### src/rtl/wb_adc_ctrl_pkg.sv
// wb_adc_ctrl_pkg: register map, bit positions, frame length and serial FSM states for the ADC controller.
package wb_adc_ctrl_pkg;
  localparam logic [1:0] ADR_STATUS = 2'd0, ADR_SPI_CMD = 2'd1, ADR_CTRL = 2'd2, ADR_DELAY = 2'd3;
  localparam int ST_BUSY = 0, ST_DONE = 1, ST_OVERRUN = 2, ST_LOCKED = 8;
  localparam int CTRL_RESET = 0, CTRL_SNAP = 1, CTRL_MODE = 24, CTRL_W = 26;
  localparam int FRAME_LEN = 24;
  typedef enum logic [2:0] {IDLE, SETUP, SHIFT, HOLD, DONE} spi_state_t;
  function automatic logic [31:0] byte_merge(input logic [31:0] old, input logic [31:0] din, input logic [3:0] sel);
    logic [31:0] r;
    for (int i = 0; i < 4; i++) r[8*i+:8] = sel[i] ? din[8*i+:8] : old[8*i+:8];
    return r;
  endfunction
endpackage

### src/rtl/adc_spi_engine.sv
// adc_spi_engine: autonomous 24-bit write-only serial engine driving chip selects, SCLK and SDATA.
module adc_spi_engine import wb_adc_ctrl_pkg::*; #(
  parameter int N_CHIPS = 8,
  parameter int CLK_DIV = 4
) (
  input  logic                 clk,
  input  logic                 rst,
  input  logic                 start,
  input  logic [FRAME_LEN-1:0] cmd,
  input  logic [N_CHIPS-1:0]   mask,
  output logic                 busy,
  output logic                 done,
  output logic [N_CHIPS-1:0]   csn,
  output logic                 sclk,
  output logic                 sdata
);
  spi_state_t state, state_n;
  logic [7:0] cnt;
  logic [4:0] bit_cnt;
  logic [FRAME_LEN-1:0] sr;
  logic [N_CHIPS-1:0] sel;
  logic phase, tick;
  always_comb begin
    tick = cnt == 8'(CLK_DIV - 1);
    state_n = state;
    case (state)
      IDLE:    if (start) state_n = SETUP;
      SETUP:   if (tick) state_n = SHIFT;
      SHIFT:   if (tick && phase && bit_cnt == 5'(FRAME_LEN - 1)) state_n = HOLD;
      HOLD:    if (tick) state_n = DONE;
      DONE:    state_n = start ? SETUP : IDLE;
      default: state_n = IDLE;
    endcase
  end
  always_ff @(posedge clk or posedge rst)
    if (rst) begin
      state <= IDLE;
      cnt <= '0;
      phase <= 1'b0;
      bit_cnt <= '0;
      sr <= '0;
      sel <= '0;
    end else begin
      state <= state_n;
      cnt <= busy && !tick && state_n == state ? cnt + 8'd1 : '0;
      if (start) begin
        sr <= cmd;
        sel <= mask;
        bit_cnt <= '0;
        phase <= 1'b0;
      end else if (state == SHIFT && tick) begin
        phase <= !phase;
        // data advances only on the falling edge so the ADC sees it stable at the rising edge
        if (phase) begin
          sr <= {sr[FRAME_LEN-2:0], 1'b0};
          bit_cnt <= bit_cnt + 5'd1;
        end
      end
    end
  assign busy = state != IDLE && state != DONE;
  assign done = state == DONE;
  assign csn = busy ? ~sel : '1;
  assign sclk = state == SHIFT && phase;
  assign sdata = sr[FRAME_LEN-1];
endmodule

### src/rtl/wb_adc_spi_controller.sv
// wb_adc_spi_controller: Wishbone register front-end for up to eight ADC chips with a hardware serial engine.
module wb_adc_spi_controller import wb_adc_ctrl_pkg::*; #(
  parameter int N_CHIPS = 8,
  parameter int CLK_DIV = 4,
  parameter int CONTROLLER_REV = 2
) (
  input  logic                   wb_clk_i,
  input  logic                   wb_rst_i,
  input  logic [31:0]            wb_adr_i,
  input  logic [31:0]            wb_dat_i,
  input  logic [3:0]             wb_sel_i,
  input  logic                   wb_we_i,
  input  logic                   wb_cyc_i,
  input  logic                   wb_stb_i,
  output logic [31:0]            wb_dat_o,
  output logic                   wb_ack_o,
  output logic                   wb_err_o,
  output logic [N_CHIPS-1:0]     adc_csn,
  output logic                   adc_sclk,
  output logic                   adc_sdata,
  output logic                   adc_reset,
  output logic                   adc_snap_req,
  output logic [4*N_CHIPS-1:0]   adc_delay_rst,
  output logic [1:0]             adc_demux_mode,
  input  logic [1:0]             adc_locked
);
  logic req, wr, accept, busy, eng_done, done, overrun;
  logic [1:0] word, lock_meta, lock_sync;
  logic [31:0] cmd, cmd_n, wdat, rdata;
  assign word = wb_adr_i[3:2];
  assign req = wb_cyc_i && wb_stb_i && !wb_ack_o;
  assign wr = req && wb_we_i;
  assign accept = wr && word == ADR_SPI_CMD && !busy;
  assign cmd_n = byte_merge(cmd, wb_dat_i, wb_sel_i);
  assign wdat = byte_merge('0, wb_dat_i, wb_sel_i);
  assign wb_err_o = 1'b0;
  always_comb
    rdata = word == ADR_STATUS ? {8'(N_CHIPS), 8'(CONTROLLER_REV), 6'd0, lock_sync, 5'd0, overrun, done, busy}
          : word == ADR_SPI_CMD ? cmd
          : word == ADR_CTRL ? {6'd0, adc_demux_mode, 23'd0, adc_reset} : '0;
  always_ff @(posedge wb_clk_i or posedge wb_rst_i)
    if (wb_rst_i) begin
      wb_ack_o <= 1'b0;
      wb_dat_o <= '0;
      lock_meta <= '0;
      lock_sync <= '0;
      adc_snap_req <= 1'b0;
      adc_delay_rst <= '0;
      adc_reset <= 1'b0;
      adc_demux_mode <= '0;
      cmd <= '0;
      done <= 1'b0;
      overrun <= 1'b0;
    end else begin
      wb_ack_o <= req;
      wb_dat_o <= req && !wb_we_i ? rdata : '0;
      lock_meta <= adc_locked;
      lock_sync <= lock_meta;
      adc_snap_req <= wr && word == ADR_CTRL && wdat[CTRL_SNAP];
      adc_delay_rst <= wr && word == ADR_DELAY ? wdat[4*N_CHIPS-1:0] : '0;
      if (accept) cmd <= cmd_n;
      done <= !accept && (done || eng_done);
      // a command write while busy flags overrun; an accepted one clears it
      overrun <= wr && word == ADR_SPI_CMD ? busy : overrun;
      if (wr && word == ADR_CTRL) begin
        if (wb_sel_i[0]) adc_reset <= wb_dat_i[CTRL_RESET];
        if (wb_sel_i[3] && wb_dat_i[CTRL_W]) adc_demux_mode <= wb_dat_i[CTRL_MODE+:2];
      end
    end
  adc_spi_engine #(.N_CHIPS(N_CHIPS), .CLK_DIV(CLK_DIV)) u_engine (
    .clk(wb_clk_i),
    .rst(wb_rst_i),
    .start(accept),
    .cmd(cmd_n[31:8]),
    .mask(cmd_n[N_CHIPS-1:0]),
    .busy(busy),
    .done(eng_done),
    .csn(adc_csn),
    .sclk(adc_sclk),
    .sdata(adc_sdata)
  );
endmodule

### config.mk
export PLATFORM = sky130hd
export DESIGN_NAME = wb_adc_spi_controller
export DESIGN_NICKNAME = d
export VERILOG_FILES = /design/src/rtl/wb_adc_ctrl_pkg.sv /design/src/rtl/adc_spi_engine.sv /design/src/rtl/wb_adc_spi_controller.sv
export SDC_FILE = /design/constraint.sdc
export NUM_CORES = 1
export LEC_CHECK = 0
export ABC_AREA = 1
export CAP_MARGIN = 10
export CORE_MARGIN = 2
export CORE_UTILIZATION = 30
export DETAILED_ROUTE_END_ITERATION = 10
export PLACE_DENSITY = 0.53
export SKIP_LAST_GASP = 1
export SLEW_MARGIN = 15
export SYNTH_ARGS = -nofsm -noshare
export SYNTH_HDL_FRONTEND = slang
export SYNTH_SLANG_ARGS = --single-unit
### constraint.sdc
create_clock -name wb_clk_i -period 5.9 [get_ports wb_clk_i]
set_clock_uncertainty 0.2 [all_clocks]
set_input_delay 1.18 -clock wb_clk_i [delete_from_list [all_inputs] [get_ports wb_clk_i]]
set_output_delay 1.18 -clock wb_clk_i [all_outputs]
set_load 0.02 [all_outputs]
# ---- Word-level counts from Yosys, hierarchy flattened
# Cells that the tools add are included.
# Widths: inputs -> output; s select.
dict set report totals {
  rom_bits 0
  out_inout_bits 80
  mem_count 0
  latchBits 0
  mem_bits_rw 0
  ff_bits 156
}
dict set report classes {
  n_mul 0
  n_addsub 2
  mux 29
  shift 0
  n_bitwise 1
  div_mod_pow 0
  eq_ne 11
  order_cmp 0
  reduce_logical 33
}
# operator n
set op_table {}
lappend op_table {{$mux 32} 4}
lappend op_table {{$mux 8} 10}
lappend op_table {{$mux 24} 3}
lappend op_table {{$mux 26} 1}
lappend op_table {{$logic_and 1x1->1} 18}
lappend op_table {{$mux 5} 3}
lappend op_table {{$pmux 3 s5} 1}
lappend op_table {{$mux 3} 4}
lappend op_table {{$add 8x1->8 const B} 1}
lappend op_table {{$eq 8x2->1 const B} 1}
lappend op_table {{$not 8->8} 1}
lappend op_table {{$eq 3x2->1 const B} 2}
lappend op_table {{$logic_not 1->1} 6}
lappend op_table {{$reduce_and 2->1} 3}
lappend op_table {{$add 5x1->5 const B} 1}
lappend op_table {{$eq 5x5->1 const B} 1}
lappend op_table {{$eq 2x2->1 const B} 2}
lappend op_table {{$reduce_bool 2->1} 2}
lappend op_table {{$eq 3x1->1 const B} 1}
lappend op_table {{$eq 3x3->1} 1}
lappend op_table {{$eq 3x3->1 const B} 1}
lappend op_table {{$logic_not 3->1} 1}
lappend op_table {{$mux 1} 3}
lappend op_table {{$ne 3x3->1 const B} 1}
lappend op_table {{4 further kinds} 4}

# ---- Logic depth before layout (Yosys ltp)
dict set report depth {
  ltp_word 10
  ltp_mapped 9
  depth_no_buf 8
}

# ---- Cells and area by module
# A second synthesis with hierarchy kept.
dict set report unflattened {
  cells_unflattened 832
  area_unflattened_um2 6874.1
}
# mod area_per_inst_um2 seq_area_each_um2 cells_per_inst instances
set by_module_without_submodules {}
lappend by_module_without_submodules {wb_adc_spi_controller 4289.1 2677.6 489 1}
lappend by_module_without_submodules {adc_spi_engine 2585.0 1226.2 343 1}

# ---- Least setup slack after synthesis
# OpenSTA, ideal clock, no wires.
dict set report synth_path {
  path_type {register to output}
  startpoint {register u_engine.state[1]}
  endpoint {output port adc_csn[0]}
  t_arrival_ps 1086
  slack_ps 3434
  stages_incl_launch_ff 5
  n_path_buf 1
  cell_sequence {dfrtp_1 -> nor2_4 -> inv_1 -> clkbuf_1 -> nand2_1}
}
dict set report synth_via {
  elab_chain_len 3
  word_cells_on_any_way 4
}
# element line
set synth_rtl {}
lappend synth_rtl {{start, declared} adc_spi_engine.sv:17} ;# spi_state_t state, state_n;
lappend synth_rtl {{start signal, assigned} adc_spi_engine.sv:44} ;# state <= state_n;
lappend synth_rtl {{$ne 3x3->1 or $reduce_bool 3->1 (tied branches)} adc_spi_engine.sv:60} ;# assign busy = state != IDLE && state != DONE;
lappend synth_rtl {{$logic_and 1x1->1 *} adc_spi_engine.sv:60}
lappend synth_rtl {{$mux 8 *} adc_spi_engine.sv:62} ;# assign csn = busy ? ~sel : '1;
lappend synth_rtl {{end, declared} wb_adc_spi_controller.sv:18} ;# output logic [N_CHIPS-1:0] adc_csn,
# Mark *: on every way between the ends. The rest lies on a longest branch, timed or not.

# ---- Final worst setup path
dict set report layout_path {
  startpoint {register u_engine.state[1]}
  endpoint {output port adc_csn[1]}
}
# The elaborated chain is that of the path after synthesis.

==> impl_table.tex <==
\begin{tabular}{lr}
\hline
Metric & Value \\
\hline
\multicolumn{2}{l}{\textbf{Outcome}} \\
\quad Result of the run & finished clean \\
\multicolumn{2}{l}{\textbf{Yosys}} \\
\quad Distinct cell type count after synthesis & 31 \\
\quad Yosys warnings & 0 \\
\quad Proportion of synthesized chip area in sequential cells & 62.3\% \\
\quad Post-synth design cell area & 0.00595 mm\^{}2 \\
\quad Post-synth EDFFs & 0 \\
\quad Primary FF master, synth & sky130\_fd\_sc\_hd\_\_dfrtp\_1 \\
\quad Post-synthesis sequential element count & 148 \\
\quad Mean instance size in the synthesized netlist & slightly above 9 um\^{}2 \\
\quad Proportion of register bits with asynchronous set or reset after synthesis & 100\% \\
\quad Number of nets in the synthesized netlist & about 720 \\
\quad Post-synthesis instance total & 646 \\
\multicolumn{2}{l}{\textbf{Run}} \\
\quad Max-cap violations & 0 \\
\multicolumn{2}{l}{\textbf{Timing}} \\
\quad RSZ-0062 raised after global routing & false \\
\quad Tmin final & around 3.6 ns \\
\quad Peak Freq & 276 MHz \\
\quad Worst-Margin Slew & between 0.9 and 1 ns \\
\quad Slew Limit Fails & 0 \\
\quad Final period util & 61.5\% \\
\quad Slew Limit Headroom & $\sim$39\% \\
\quad Smallest setup slack after layout & $\sim$2.3 ns \\
\quad Total of endpoints with negative setup slack in the final report & 0 \\
\quad Total Negative Setup Slacks & 0 ns \\
\quad Hold Vio Cnt, Final & 0 \\
\multicolumn{2}{l}{\textbf{Clock tree}} \\
\quad CTS root buffer & sky130\_fd\_sc\_hd\_\_clkbuf\_16 \\
\quad TritonCTS Buffers & 17 \\
\quad Source-to-sink clock delay at the later pin of the worst-skew pair & $\sim$0.43 ns \\
\quad Clock transition at the register clock pins on the worst setup and hold paths after CTS & around 0.06 ns \\
\quad CTS tree & done \\
\quad Clock sink count & $\sim$150 \\
\quad Maximum count of clock buffers along a single path & 2 \\
\quad Post-cts sizing count & 0 \\
\quad Post-CTS Setup Bufs & 0 \\
\quad CTS Hold Buffers Added & 0 \\
\quad CTS H-tree depth & 4 \\
\multicolumn{2}{l}{\textbf{GRT}} \\
\quad Antenna violations before repair & 1 \\
\quad Number of global-route vias before repair & approximately 4600 \\
\quad Overall overflow remaining after global route & 0 \\
\quad Overall routing resource usage & around 16\% \\
\quad Maximum number of pins on one net before global-route repair & 87 \\
\quad Global-route wire length before repair & roughly 25000 um \\
\multicolumn{2}{l}{\textbf{Floorplanning}} \\
\quad Height of the die & roughly 140 um \\
\quad Total Die Area & about 0.021 mm\^{}2 \\
\quad Number of top-level design ports & between 150 and 200 \\
\quad Starting utilization of the core area & between 30\% and 40\% \\
\quad Core area & 0.0195 mm\^{}2 \\
\quad Number of standard-cell rows in the floorplan & 51 \\
\quad Chip Width & around 140 um \\
\multicolumn{2}{l}{\textbf{Cells and area}} \\
\quad Filler Cell Count & 1935 \\
\quad P\&R area growth vs syn & 34.5\% \\
\quad Fraction of layout cells with a size suffix above 1 & approximately 6.0\% \\
\quad Count of nets after finishing & 842 \\
\multicolumn{2}{l}{\textbf{Power}} \\
\quad Maximum ir drop on the vdd rail & approximately 200 uV \\
\quad Power per cell area & $\sim$280 mW/mm\^{}2 \\
\quad Pleak & slightly below 0.004 uW \\
\quad Overall power consumption & 2260 uW \\
\multicolumn{2}{l}{\textbf{Routing}} \\
\quad Number of optimization iterations in the first detailed-route pass & 5 \\
\quad Starting DRC count in detailed routing & between 200 and 250 \\
\quad DRC violations left & 0 \\
\quad Routed WL per cell & about 15 um \\
\quad Final ANT Viol Nets & 0 \\
\quad Drt total wl & $\sim$15000 um \\
\quad Via/cell ratio & around 4.5 \\
\quad Number of vias in the routed layout & 4705 \\
\multicolumn{2}{l}{\textbf{Place}} \\
\quad Pre-CTS worst setup slack & 1.97 ns \\
\quad Port Buffers & $\sim$120 \\
\quad Total half-perimeter wirelength after legalization and detailed placement & 10200 um \\
\quad RD Place Congestion & slightly below 0.8 \\
\multicolumn{2}{l}{\textbf{Worst setup path}} \\
\quad Highest fanout seen on the critical path & 11 \\
\quad Critical path start-end classification & reg2out \\
\quad R2r worst-path depth & 8 \\
\quad Worst Setup Start Kind & flip-flop \\
\quad Data arrival time of the critical path & 2.25 ns \\
\quad WP data required & roughly 4.5 ns \\
\quad Endpoint type of the worst setup path & output port \\
\multicolumn{2}{l}{\textbf{Worst hold path}} \\
\quad Instance count along the most critical hold path & 0 \\
\quad Class of the worst hold path & reg2reg \\
\hline
\end{tabular}
==> metal layers <==
layer / up-vias / routed length [um] / track usage [%]
met2: 97 / 7360 / 24.8
met1: 2286 / 7010 / 20.6
li1: 2301 / - / -
met4: 0 / 264 / 5.62
met5: - / 0 / 0
met3: 21 / 766 / 3.95
==> final timing paths <==
path	from	end	slack [ns]
setup / recovery	u_engine.state[1]	adc_csn[1]	2.27
hold / removal	lock_meta[1]	lock_sync[1]	0.15
setup reg to reg	u_engine.cnt[0]	u_engine.bit_cnt[4]	3.53
hold reg to reg	lock_meta[1]	lock_sync[1]	0.15
max in group asynchronous	wb_rst_i	adc_delay_rst[26]	3.43
min in group asynchronous	wb_rst_i	wb_dat_o[3]	1.10
==> state kept, by name, indices dropped and copies added (netlist names) <==
register / count
overrun: 1
wb_ack_o: 1
u_engine.bit_cnt: 5
lock_sync: 2
u_engine.sr: 24
lock_meta: 2
wb_dat_o: 32
adc_delay_rst: 32
u_engine.cnt: 8
adc_snap_req: 1
u_engine.phase: 1
adc_reset: 1
u_engine.state: 3
cmd: 32
done: 1
adc_demux_mode: 2
==> power breakdown <==
part / switching [uW] / leakage [uW] / total, uW / internal, uW
logic: 80.4 / 0.00183 / 134 / 53.2
registers: 5.22 / 0.00181 / 1030 / 1030
clock network: 415 / 0.000281 / 1090 / 674
total: 501 / 0.00393 / 2260 / 1750
==> worst max-delay path, stage by stage, from the launching register on <==
cell and delay (ns):
sky130_fd_sc_hd__dfrtp_1 0.44, sky130_fd_sc_hd__nor2_4 0.34, sky130_fd_sc_hd__inv_1 0.29, sky130_fd_sc_hd__nand2_1 0.12, sky130_fd_sc_hd__clkdlybuf4s50_1 0.62
==> logic make-up (layout without fill, tap and decap cells) <==
group,after synthesis,in the layout,share of synthesized area (%)
AND/OR/NAND/NOR,325,325,23.9
buffers and inverters,99,231,6.92
flip-flops,148,148,62.3
adder cells (fa/ha/maj),2,2,0.421
AO/OA/AOI/OAI,67,67,5.74
XOR/XNOR,3,3,0.442
other,1,2,0.0631
multiplexers,1,1,0.168
==> placed cells by master, fill, tap and decap left out, types with 2 or more instances in the layout <==
master	instances
sky130_fd_sc_hd__inv_2	5
sky130_fd_sc_hd__clkinvlp_4	2
sky130_fd_sc_hd__bufinv_16	3
sky130_fd_sc_hd__nor2_2	2
sky130_fd_sc_hd__ha_1	2
sky130_fd_sc_hd__clkinv_2	3
sky130_fd_sc_hd__clkdlybuf4s50_1	123
sky130_fd_sc_hd__buf_4	5
sky130_fd_sc_hd__dfrtp_1	148
sky130_fd_sc_hd__nor3_1	27
sky130_fd_sc_hd__clkbuf_16	17
sky130_fd_sc_hd__nor2_4	3
sky130_fd_sc_hd__clkbuf_1	5
sky130_fd_sc_hd__nor3b_1	2
sky130_fd_sc_hd__xor2_1	3
sky130_fd_sc_hd__o22ai_1	3
sky130_fd_sc_hd__nand2_1	168
sky130_fd_sc_hd__inv_1	65
sky130_fd_sc_hd__nand4_1	11
sky130_fd_sc_hd__o21ai_0	54
sky130_fd_sc_hd__a21oi_1	7
sky130_fd_sc_hd__nand3_1	52
sky130_fd_sc_hd__o21ai_1	2
sky130_fd_sc_hd__nor2_1	52
sky130_fd_sc_hd__nand3b_1	3
==> Yosys cell counts, types with 3 or more instances <==
master	instances	area share, %
sky130_fd_sc_hd__a21oi_1	7	0.59
sky130_fd_sc_hd__buf_2	8	0.67
sky130_fd_sc_hd__buf_4	4	0.51
sky130_fd_sc_hd__clkbuf_1	13	0.82
sky130_fd_sc_hd__dfrtp_1	148	62
sky130_fd_sc_hd__inv_1	66	4.2
sky130_fd_sc_hd__inv_2	5	0.32
sky130_fd_sc_hd__nand2_1	168	11
sky130_fd_sc_hd__nand3_1	52	4.4
sky130_fd_sc_hd__nand3b_1	3	0.38
sky130_fd_sc_hd__nand4_1	11	1.2
sky130_fd_sc_hd__nor2_1	52	3.3
sky130_fd_sc_hd__nor2_4	3	0.57
sky130_fd_sc_hd__nor3_1	27	2.3
sky130_fd_sc_hd__o21ai_0	54	4.5
sky130_fd_sc_hd__o22ai_1	3	0.32
sky130_fd_sc_hd__xor2_1	3	0.44
==> metrics by stage <==
step	hold WS, ns	instances	util (%)	cell area (um^2)
global placement	0.136	1011	38.1	7410
CTS	0.150	1043	41.1	7990
detailed placement	0.137	1011	38.1	7410
floorplan	0.131	646	-	5950
global route	0.152	1043	41.1	7990
finish	0.147	1044	41.1	8000
==> area by class of cell <==
type,count,area [um^2],share of cell area (%)
multi-input cells,399,1830,22.9
clock buffers,23,458,5.73
inverters,71,272,3.40
diodes,1,2.50,0.0313
clock inverters,9,129,1.61
flip-flops and latches,148,3700,46.3
well taps,265,332,4.15
repair buffers,128,1270,15.9
(Power assumes the default switching activity.)
